File: src/rtl/logic_trigger_arbiter.sv
// Round-robin arbiter that lends one logic engine and repeat unit to NREQ requesters,
// sequencing the trigger and repeat passes of each session with watchdog and abort handling.
module logic_trigger_arbiter #(
  parameter int NREQ      = 4,
  parameter int RPTNO_W   = 16,
  parameter int RPTTIME_W = 24,
  parameter int WDOG_W    = 24
) (
  input  logic                      io_clk,
  input  logic                      io_rst_n,
  input  logic [NREQ-1:0]           io_req,
  input  logic [NREQ*RPTNO_W-1:0]   io_cfgRptNo,
  input  logic [NREQ*RPTTIME_W-1:0] io_cfgRptTime,
  input  logic [WDOG_W-1:0]         io_wdogCycles,
  input  logic                      io_abort,
  output logic [NREQ-1:0]           io_grant,
  output logic [NREQ-1:0]           io_done,
  output logic [1:0]                io_status,
  output logic [RPTNO_W-1:0]        io_rptNo,
  output logic [RPTTIME_W-1:0]      io_rptTime,
  output logic                      io_mainTrigger,
  output logic                      io_logicStart,
  input  logic                      io_logicEnd,
  input  logic                      io_rptEn
);

  localparam int IDX_W = (NREQ > 1) ? $clog2(NREQ) : 1;

  typedef enum logic [2:0] {
    S_IDLE, S_LOAD, S_START, S_RUN, S_WAIT_RPT, S_DONE
  } state_e;

  typedef enum logic [1:0] {
    ST_OK      = 2'b00,
    ST_TIMEOUT = 2'b01,
    ST_ABORT   = 2'b10
  } status_e;

  state_e                 state_q, state_d;
  status_e                status_q, status_d, done_status;
  logic [NREQ-1:0]        grant_q, grant_d;
  logic [NREQ-1:0]        done_q, done_d;
  logic [IDX_W-1:0]       owner_q, owner_d;
  logic [IDX_W-1:0]       rr_ptr_q, rr_ptr_d;
  logic [RPTNO_W-1:0]     rpt_no_q, rpt_no_d;
  logic [RPTTIME_W-1:0]   rpt_time_q, rpt_time_d;
  logic [RPTNO_W-1:0]     pass_cnt_q, pass_cnt_d;
  logic [WDOG_W-1:0]      wdog_q, wdog_d;
  logic                   main_trig_q, main_trig_d;
  logic                   logic_start_q, logic_start_d;

  logic                   win_vld;
  logic [IDX_W-1:0]       win_idx;
  logic [NREQ-1:0]        win_oh;
  logic [RPTNO_W-1:0]     win_rpt_no;
  logic [RPTTIME_W-1:0]   win_rpt_time;
  logic [IDX_W:0]         rr_sum;
  logic [IDX_W-1:0]       rr_cand;

  logic                   enter_done;
  logic                   timeout;
  logic [WDOG_W-1:0]      wdog_inc;
  logic [RPTNO_W:0]       pass_inc;
  logic [RPTNO_W:0]       passes_req;

  // Scan from the pointer upwards (wrapping) so the first live request found wins.
  // NOTE: every always_comb output gets a default before any branch; a path that
  // leaves one unassigned infers a latch.
  always_comb begin
    win_vld = 1'b0;
    win_idx = '0;
    rr_sum  = '0;
    rr_cand = '0;
    for (int k = 0; k < NREQ; k++) begin
      rr_sum = {1'b0, rr_ptr_q} + (IDX_W+1)'(k);
      if (rr_sum >= (IDX_W+1)'(NREQ)) rr_sum = rr_sum - (IDX_W+1)'(NREQ);
      rr_cand = rr_sum[IDX_W-1:0];
      if (!win_vld && io_req[rr_cand]) begin
        win_vld = 1'b1;
        win_idx = rr_cand;
      end
    end
  end

  always_comb begin
    win_oh       = '0;
    win_rpt_no   = '0;
    win_rpt_time = '0;
    for (int i = 0; i < NREQ; i++) begin
      if (win_idx == IDX_W'(i)) begin
        win_oh[i]    = 1'b1;
        win_rpt_no   = io_cfgRptNo[i*RPTNO_W +: RPTNO_W];
        win_rpt_time = io_cfgRptTime[i*RPTTIME_W +: RPTTIME_W];
      end
    end
  end

  always_comb begin
    state_d       = state_q;
    status_d      = status_q;
    grant_d       = grant_q;
    done_d        = '0;
    owner_d       = owner_q;
    rr_ptr_d      = rr_ptr_q;
    rpt_no_d      = rpt_no_q;
    rpt_time_d    = rpt_time_q;
    pass_cnt_d    = pass_cnt_q;
    wdog_d        = wdog_q;
    main_trig_d   = 1'b0;
    logic_start_d = 1'b0;
    enter_done    = 1'b0;
    done_status   = ST_OK;

    wdog_inc   = wdog_q + WDOG_W'(1);
    timeout    = (io_wdogCycles != '0) && (wdog_inc >= io_wdogCycles);
    pass_inc   = {1'b0, pass_cnt_q} + (RPTNO_W+1)'(1);
    passes_req = (rpt_no_q == '0) ? (RPTNO_W+1)'(1) : {1'b0, rpt_no_q};

    unique case (state_q)
      S_IDLE: begin
        if (win_vld) begin
          state_d    = S_LOAD;
          grant_d    = win_oh;
          owner_d    = win_idx;
          rpt_no_d   = win_rpt_no;
          rpt_time_d = win_rpt_time;
        end
      end
      S_LOAD: begin
        if (io_abort) begin
          enter_done  = 1'b1;
          done_status = ST_ABORT;
        end else begin
          state_d       = S_START;
          main_trig_d   = 1'b1;
          logic_start_d = 1'b1;
        end
      end
      S_START: begin
        if (io_abort) begin
          enter_done  = 1'b1;
          done_status = ST_ABORT;
        end else begin
          state_d    = S_RUN;
          pass_cnt_d = '0;
          wdog_d     = '0;
        end
      end
      S_RUN: begin
        wdog_d = wdog_inc;
        if (io_abort) begin
          enter_done  = 1'b1;
          done_status = ST_ABORT;
        end else if (timeout) begin
          enter_done  = 1'b1;
          done_status = ST_TIMEOUT;
        end else if (io_logicEnd) begin
          pass_cnt_d = pass_inc[RPTNO_W-1:0];
          wdog_d     = '0;
          if (pass_inc >= passes_req) enter_done = 1'b1;
          else                        state_d    = S_WAIT_RPT;
        end
      end
      S_WAIT_RPT: begin
        wdog_d = wdog_inc;
        if (io_abort) begin
          enter_done  = 1'b1;
          done_status = ST_ABORT;
        end else if (timeout) begin
          enter_done  = 1'b1;
          done_status = ST_TIMEOUT;
        end else if (io_rptEn) begin
          state_d       = S_RUN;
          wdog_d        = '0;
          logic_start_d = 1'b1;
        end
      end
      S_DONE: begin
        // The finished owner drops to lowest priority for the next arbitration.
        state_d    = S_IDLE;
        rr_ptr_d   = (owner_q == IDX_W'(NREQ-1)) ? '0 : owner_q + IDX_W'(1);
        rpt_no_d   = '0;
        rpt_time_d = '0;
      end
      default: state_d = S_IDLE;
    endcase

    if (enter_done) begin
      state_d  = S_DONE;
      grant_d  = '0;
      done_d   = grant_q;
      status_d = done_status;
    end
  end

  // NOTE: state registers use non-blocking assignments so every flop samples the
  // pre-edge values; blocking here would create order-dependent races.
  always_ff @(posedge io_clk or negedge io_rst_n) begin
    if (!io_rst_n) begin
      state_q       <= S_IDLE;
      status_q      <= ST_OK;
      grant_q       <= '0;
      done_q        <= '0;
      owner_q       <= '0;
      rr_ptr_q      <= '0;
      rpt_no_q      <= '0;
      rpt_time_q    <= '0;
      pass_cnt_q    <= '0;
      wdog_q        <= '0;
      main_trig_q   <= 1'b0;
      logic_start_q <= 1'b0;
    end else begin
      state_q       <= state_d;
      status_q      <= status_d;
      grant_q       <= grant_d;
      done_q        <= done_d;
      owner_q       <= owner_d;
      rr_ptr_q      <= rr_ptr_d;
      rpt_no_q      <= rpt_no_d;
      rpt_time_q    <= rpt_time_d;
      pass_cnt_q    <= pass_cnt_d;
      wdog_q        <= wdog_d;
      main_trig_q   <= main_trig_d;
      logic_start_q <= logic_start_d;
    end
  end

  assign io_grant       = grant_q;
  assign io_done        = done_q;
  assign io_status      = status_q;
  assign io_rptNo       = rpt_no_q;
  assign io_rptTime     = rpt_time_q;
  assign io_mainTrigger = main_trig_q;
  assign io_logicStart  = logic_start_q;

endmodule
File: config.mk
export PLATFORM = sky130hd
export DESIGN_NAME = logic_trigger_arbiter
export DESIGN_NICKNAME = d
export VERILOG_FILES = /design/src/rtl/logic_trigger_arbiter.sv
export SDC_FILE = /design/constraint.sdc
export NUM_CORES = 1
export LEC_CHECK = 0
export CORE_UTILIZATION = 50
export DETAILED_ROUTE_END_ITERATION = 8
export PLACE_DENSITY = 0.9
export SETUP_SLACK_MARGIN = 0.05
export SYNTH_ARGS = -nofsm -noshare
export SYNTH_HDL_FRONTEND = slang
export SYNTH_SLANG_ARGS = --single-unit
File: constraint.sdc
create_clock -name io_clk -period 7.6 [get_ports io_clk]
set_clock_uncertainty 0.05 [all_clocks]
set_input_delay 1.52 -clock io_clk [delete_from_list [all_inputs] [get_ports io_clk]]
set_output_delay 1.52 -clock io_clk [all_outputs]
set_load 0.05 [all_outputs]
# --- Yosys cells after proc, flatten, opt, wreduce, memory -nomap -nowiden ---
# Index checks and enable logic that the tools add are counted.
totals:
  elab_cells: 165
  inputBits: 193
  output_inout_bits: 52
  register_bits: 99
classes:
  n_lt_le_gt_ge: 10
  n_mux: 85
  n_reduce_logical: 24
  add_sub_neg: 10
  eq_ne: 24
ops:
  columns: ["cell", "count"]
  rows:
  - ["$mux 24", 12]
  - ["$mux 16", 10]
  - ["$pmux 24 s3", 1]
  - ["$pmux 16 s2", 2]
  - ["$pmux 24 s2", 1]
  - ["$mux 3", 11]
  - ["$ne 3x3->1 const B", 10]
  - ["$mux 1", 25]
  - ["$add 24x1->24 const B", 1]
  - ["$ge 24x24->1", 1]
  - ["$reduce_bool 24->1", 1]
  - ["$mux 2", 11]
  - ["$add 16x1->17 const B", 1]
  - ["$ge 17x16->1", 1]
  - ["$logic_not 16->1", 1]
  - ["$mux 4", 4]
  - ["$pmux 3 s5", 1]
  - ["$lt 2x3->1 const B", 4]
  - ["$ne 2x2->1 const B", 5]
  - ["$reduce_and 10->1", 1]
  - ["$ge 3x3->1 const B", 3]
  - ["$bmux 1 s2", 4]
  - ["$reduce_and 2->1", 4]
  - ["$reduce_bool 2->1", 4]
  - ["20 further kinds", 34]

# --- Depth between registers and ports, before layout ---
depth:
  depth_word: 21
  ltp_mapped: 19
  mapped_depth_nobuf: 17

# --- Least setup slack after synthesis ---
# No wires, ideal clock.
synth_timing:
  path_type: "reg2reg"
  start: "reg wdog_q[0]"
  end: "reg pass_cnt_q[12]"
  path_slack_ns: 3.609
  n_path_buf: 2
  stages_incl_launch_ff: 20
  period_less_slack_ns: 3.991
  arrival_ns: 3.822
  setup_time_ns: 0.119
  required_ns: 7.431
  path_cell_list: "dfrtp_1 > ha_1 > nand2_1 > nor3_4 > and3_1 > and3_1 > nand3_1 > nor2_1 > xor2_1 > ha_1 > nand4_2 > nor4_2 > nor2b_4 > a2111oi_4 > a31oi_4 > nand2b_1 > a211o_1 > buf_6 > buf_12 > o21a_1"
synth_via:
  elab_chain_len: 5
synth_rtl:
  columns: ["item", "line_no", "rtl"]
  rows:
  - ["start: declaration", "48", "logic [WDOG_W-1:0] wdog_q, wdog_d;"]
  - ["start signal: assignment", "222", "wdog_q <= wdog_d;"]
  - ["$add 24x1->24", "114", "wdog_inc = wdog_q + WDOG_W'(1);"]
  - ["$ge 24x24->1", "115", "timeout = (io_wdogCycles != '0) && (wdog_inc >= io_wdogCycles);"]
  - ["$logic_and 1x1->1", "115", null]
  - ["$ne 2x2->1 (no source line)", null, null]
  - ["$reduce_and 5->1 (no source line)", null, null]
  - ["end signal: assignment", "221", "pass_cnt_q <= pass_cnt_d;"]
  - ["end: declaration", "47", "logic [RPTNO_W-1:0] pass_cnt_q, pass_cnt_d;"]
# Every way passes these cells.
# A chain may end at the register's enable or synchronous reset.

# --- Final worst setup path ---
layout_timing:
  start: "reg wdog_q[0]"
  end: "reg pass_cnt_q[8]"
# Same word-level chain as after synthesis.

==> flow_summary_export.csv <==
group,metric,value,unit
status,status,"complete, no violations",
floorplanning,start_util,51.60,%
logic_synthesis,synth_area,0.007218,sq mm
floorplanning,core_area,0.01399,sq mm
layout,drive_above_1_share,4.228,%
global_routing,grt_overflow,0,
power_and_ir_drop,vdd.ir_drop.worst,0.2697,mV
timing,setup_tns,0,ns
timing,slew_viol_final,0,
timing,fin_crit_sh,61.59,%
clocking,post_cts_buffers,0,
global_routing,track_usage,29.56,%
floorplanning,die_y,122.2,microns
worst_setup_path,cp_max_fo,16,
clocking,htreeDepth,3,
floorplanning,fp.dieW,122.2,microns
logic_synthesis,synth_edf_count,0,
logic_synthesis,yosysWarnings,0,
layout,layout.nets,1390,
logic_synthesis,syn-instance-count,944,
route,drt-pass1-iter-count,8,
route,wire_per_inst,16.11,microns
route,drc,0,
place,portBuffers,244,
global_routing,grt_pass1_wl,34080,microns
floorplanning,rows,43,
clocking,holdBufCountCts,0,
timing,timing.fmax,213.7,MHz
timing,fin_crit,4.680,ns
logic_synthesis,synthFlopType,"dfrtp_1",
min_path,min-delay-start,"owner_q[0]",
timing,maxSlewHeadroom,32.55,%
route,drtAntennaViolNets,0,
layout,final_cell_mix,"243 x clkdlybuf4s50_1, 152 x nor2_1, 125 x nand2_1, 104 x nand3_1, 99 x dfrtp_1",
route,drt-total-wl,21580,microns
worst_setup_path,crit_required,7.82,ns
logic_synthesis,synth-seq-cells,99,
route,vias_per_cell,5.486,
clocking,clk_latency,0.35,ns
global_routing,grt_pass1_vias,6974,
place,dpl.hpwl,16330,microns
timing,finalSetupViolCount,0,
clocking,path_clk_slew,0.07,ns
flow_run,drv_cap,0,
timing,holdWs,0.4392,ns
floorplanning,io_pins,245,
floorplanning,dieArea,0.01492,sq mm
clocking,cts_tree,"done",
layout,fill_cells,1077,
route,vias,7351,
worst_setup_path,crit_type,"reg -> reg",
power_and_ir_drop,power.density,309.6,mW/mm^2
logic_synthesis,synthesis.nets,1180,
logic_synthesis,async_flop_share,100.0,%
clocking,cts_root_buffer,"clkbuf_16",
worst_setup_path,reg2reg_from,"wdog_q[0]",
worst_setup_path,endpoint_kind,"flip-flop",
logic_synthesis,seq_area_frac_synth,34.32,%
route,first_iter_violations,429,
place,gp_congestion,0.8837,
clocking,clockBufferDepth,2,
timing,hold_viol,0,
global_routing,grt_max_degree,92,
worst_setup_path,crit_start,"wdog_q[0]",
clocking,cts_resized,0,
min_path,hold_class,"reg -> reg",
power_and_ir_drop,p_leak,4.503,nW
layout,layout_commonest_cell,"clkdlybuf4s50_1",
timing,worstMarginPinSlew,1.008,ns
clocking,clock-sinks,99,
clocking,cts-buffers-inserted,9,
worst_setup_path,crit_path_start_kind,"flip-flop",
global_routing,antenna_found_initial,1,
worst_setup_path,cp.arrival,4.90,ns
timing,rsz0062_at_grt,"false",
logic_synthesis,yosysUniqueCellTypes,64,
logic_synthesis,syn_area_per_cell,7.646,sq um
layout,area_delta_synth_final,38.31,%
-- cells by family after synthesis --
logic type | after synthesis | share of synthesized area (%)
simple gates | 458 | 29.23
buf+inv | 107 | 6.431
compound gates | 185 | 15.96
mux | 16 | 2.236
flops | 99 | 34.32
fa+ha+maj | 43 | 7.454
xor+xnor | 36 | 4.368
-- cells in the mapped netlist, types with 2 or more instances --
| master | count | share of area, % |
|---|---|---|
| xnor2_1 | 27 | 3.3 |
| o21a_1 | 4 | 0.42 |
| nor2_1 | 152 | 7.9 |
| and3_1 | 12 | 1.0 |
| nand4_1 | 8 | 0.69 |
| a211oi_1 | 3 | 0.31 |
| nor4_1 | 10 | 0.87 |
| buf_2 | 3 | 0.21 |
| nor2b_1 | 3 | 0.26 |
| a311o_1 | 2 | 0.28 |
| ha_1 | 43 | 7.5 |
| dfrtp_1 | 99 | 34 |
| nand2_1 | 125 | 6.5 |
| o22ai_1 | 2 | 0.17 |
| or2_2 | 2 | 0.17 |
| o21ai_0 | 92 | 6.4 |
| buf_6 | 3 | 0.47 |
| and2_1 | 6 | 0.52 |
| a22o_1 | 12 | 1.5 |
| clkbuf_1 | 42 | 2.2 |
| a21o_1 | 4 | 0.42 |
| nand4_2 | 2 | 0.35 |
| a31oi_1 | 13 | 1.1 |
| o211ai_1 | 5 | 0.52 |
| nor3_1 | 8 | 0.55 |
| nor4_2 | 2 | 0.35 |
| a31o_2 | 2 | 0.24 |
| nor4b_1 | 2 | 0.24 |
| mux2i_1 | 15 | 2.1 |
| xor2_1 | 9 | 1.1 |
| nand3_1 | 104 | 7.2 |
| and4_1 | 2 | 0.24 |
| o31ai_1 | 2 | 0.21 |
| inv_1 | 55 | 2.9 |
| nand2b_1 | 7 | 0.61 |
| nand3b_1 | 4 | 0.42 |
| a22oi_1 | 2 | 0.21 |
| a21oi_1 | 30 | 2.1 |
-- metrics by stage --
step | power, mW | cells | area (sq um) | util [%] | worst slack (ns)
4_1_cts | 3.102 | 1339 | 9981 | 71.35 | 2.924
3_3_place_gp | 2.605 | 1323 | 9706 | 69.38 | 2.985
3_5_place_dp | 2.658 | 1323 | 9706 | 69.38 | 2.880
2_1_floorplan | 2.078 | 944 | 7218 | - | 3.609
5_1_grt | 3.322 | 1340 | 9983 | 71.37 | 2.466
6_report | 3.091 | 1340 | 9983 | 71.37 | 2.920
-- area by class of cell --
cell class / count / area [sq um] / share of cell area (%)
multi-input combinational: 738 / 4304 / 43.11
timing repair buffer: 251 / 2492 / 24.97
sequential: 99 / 2477 / 24.82
clock buffer: 9 / 225.2 / 2.256
tap: 180 / 225.2 / 2.256
inverter: 55 / 206.4 / 2.068
clock inverter: 7 / 50.05 / 0.5013
antenna: 1 / 2.502 / 0.02507
-- metal layers --
| layer | vias up | share of wire [%] | GRT usage, % |
|---|---|---|---|
| li1 | 3673 | - | - |
| met1 | 3382 | 41 | 35.44 |
| met2 | 257 | 51 | 51.73 |
| met3 | 39 | 5.5 | 5.946 |
| met4 | 0 | 2.4 | 11.59 |
| met5 | - | 0 | 0 |
-- worst max-delay path, cell delays in order (launching register included) --
cell and delay (ns):
dfrtp_1 0.44, ha_1 0.27, nand2_1 0.15, nor3_4 0.27, and3_1 0.25, and3_1 0.18
nand3_1 0.20, nor2_1 0.18, xor2_1 0.24, ha_1 0.21, nand4_2 0.12, nor4_2 0.36
nor2b_4 0.23, a2111oi_4 0.07, a31oi_4 0.31, nand2b_1 0.16, a211o_1 0.63, mux2i_1 0.27
-- registers in the layout, summed over array words and instances (netlist names) --
name            count
io_rptTime         24
io_done             4
io_status           2
state_q             3
io_mainTrigger      1
io_logicStart       1
io_grant            4
rr_ptr_q            2
owner_q             2
io_rptNo           16
wdog_q             24
pass_cnt_q         16
-- report_power, final --
group	leakage (nW)	total, mW	switching [mW]	internal [mW]
sequential	1.31	0.844	0.157	0.687
clock	0.140	0.436	0.212	0.224
combinational	3.05	1.81	1.15	0.657
total	4.50	3.09	1.52	1.57
-- final timing paths --
| path | end | slack, ns | cells after the start |
|---|---|---|---|
| max | pass_cnt_q[8] | 2.92 | 17 |
| min | rr_ptr_q[0] | 0.44 | 1 |
| max reg2reg | pass_cnt_q[8] | 2.92 | 17 |
| min reg2reg | rr_ptr_q[0] | 0.44 | 1 |
| max in group asynchronous | io_rptTime[0] | 5.28 | 2 |
| min in group asynchronous | wdog_q[10] | 1.09 | 1 |
No activity file was read; power rests on OpenSTA's default activity.
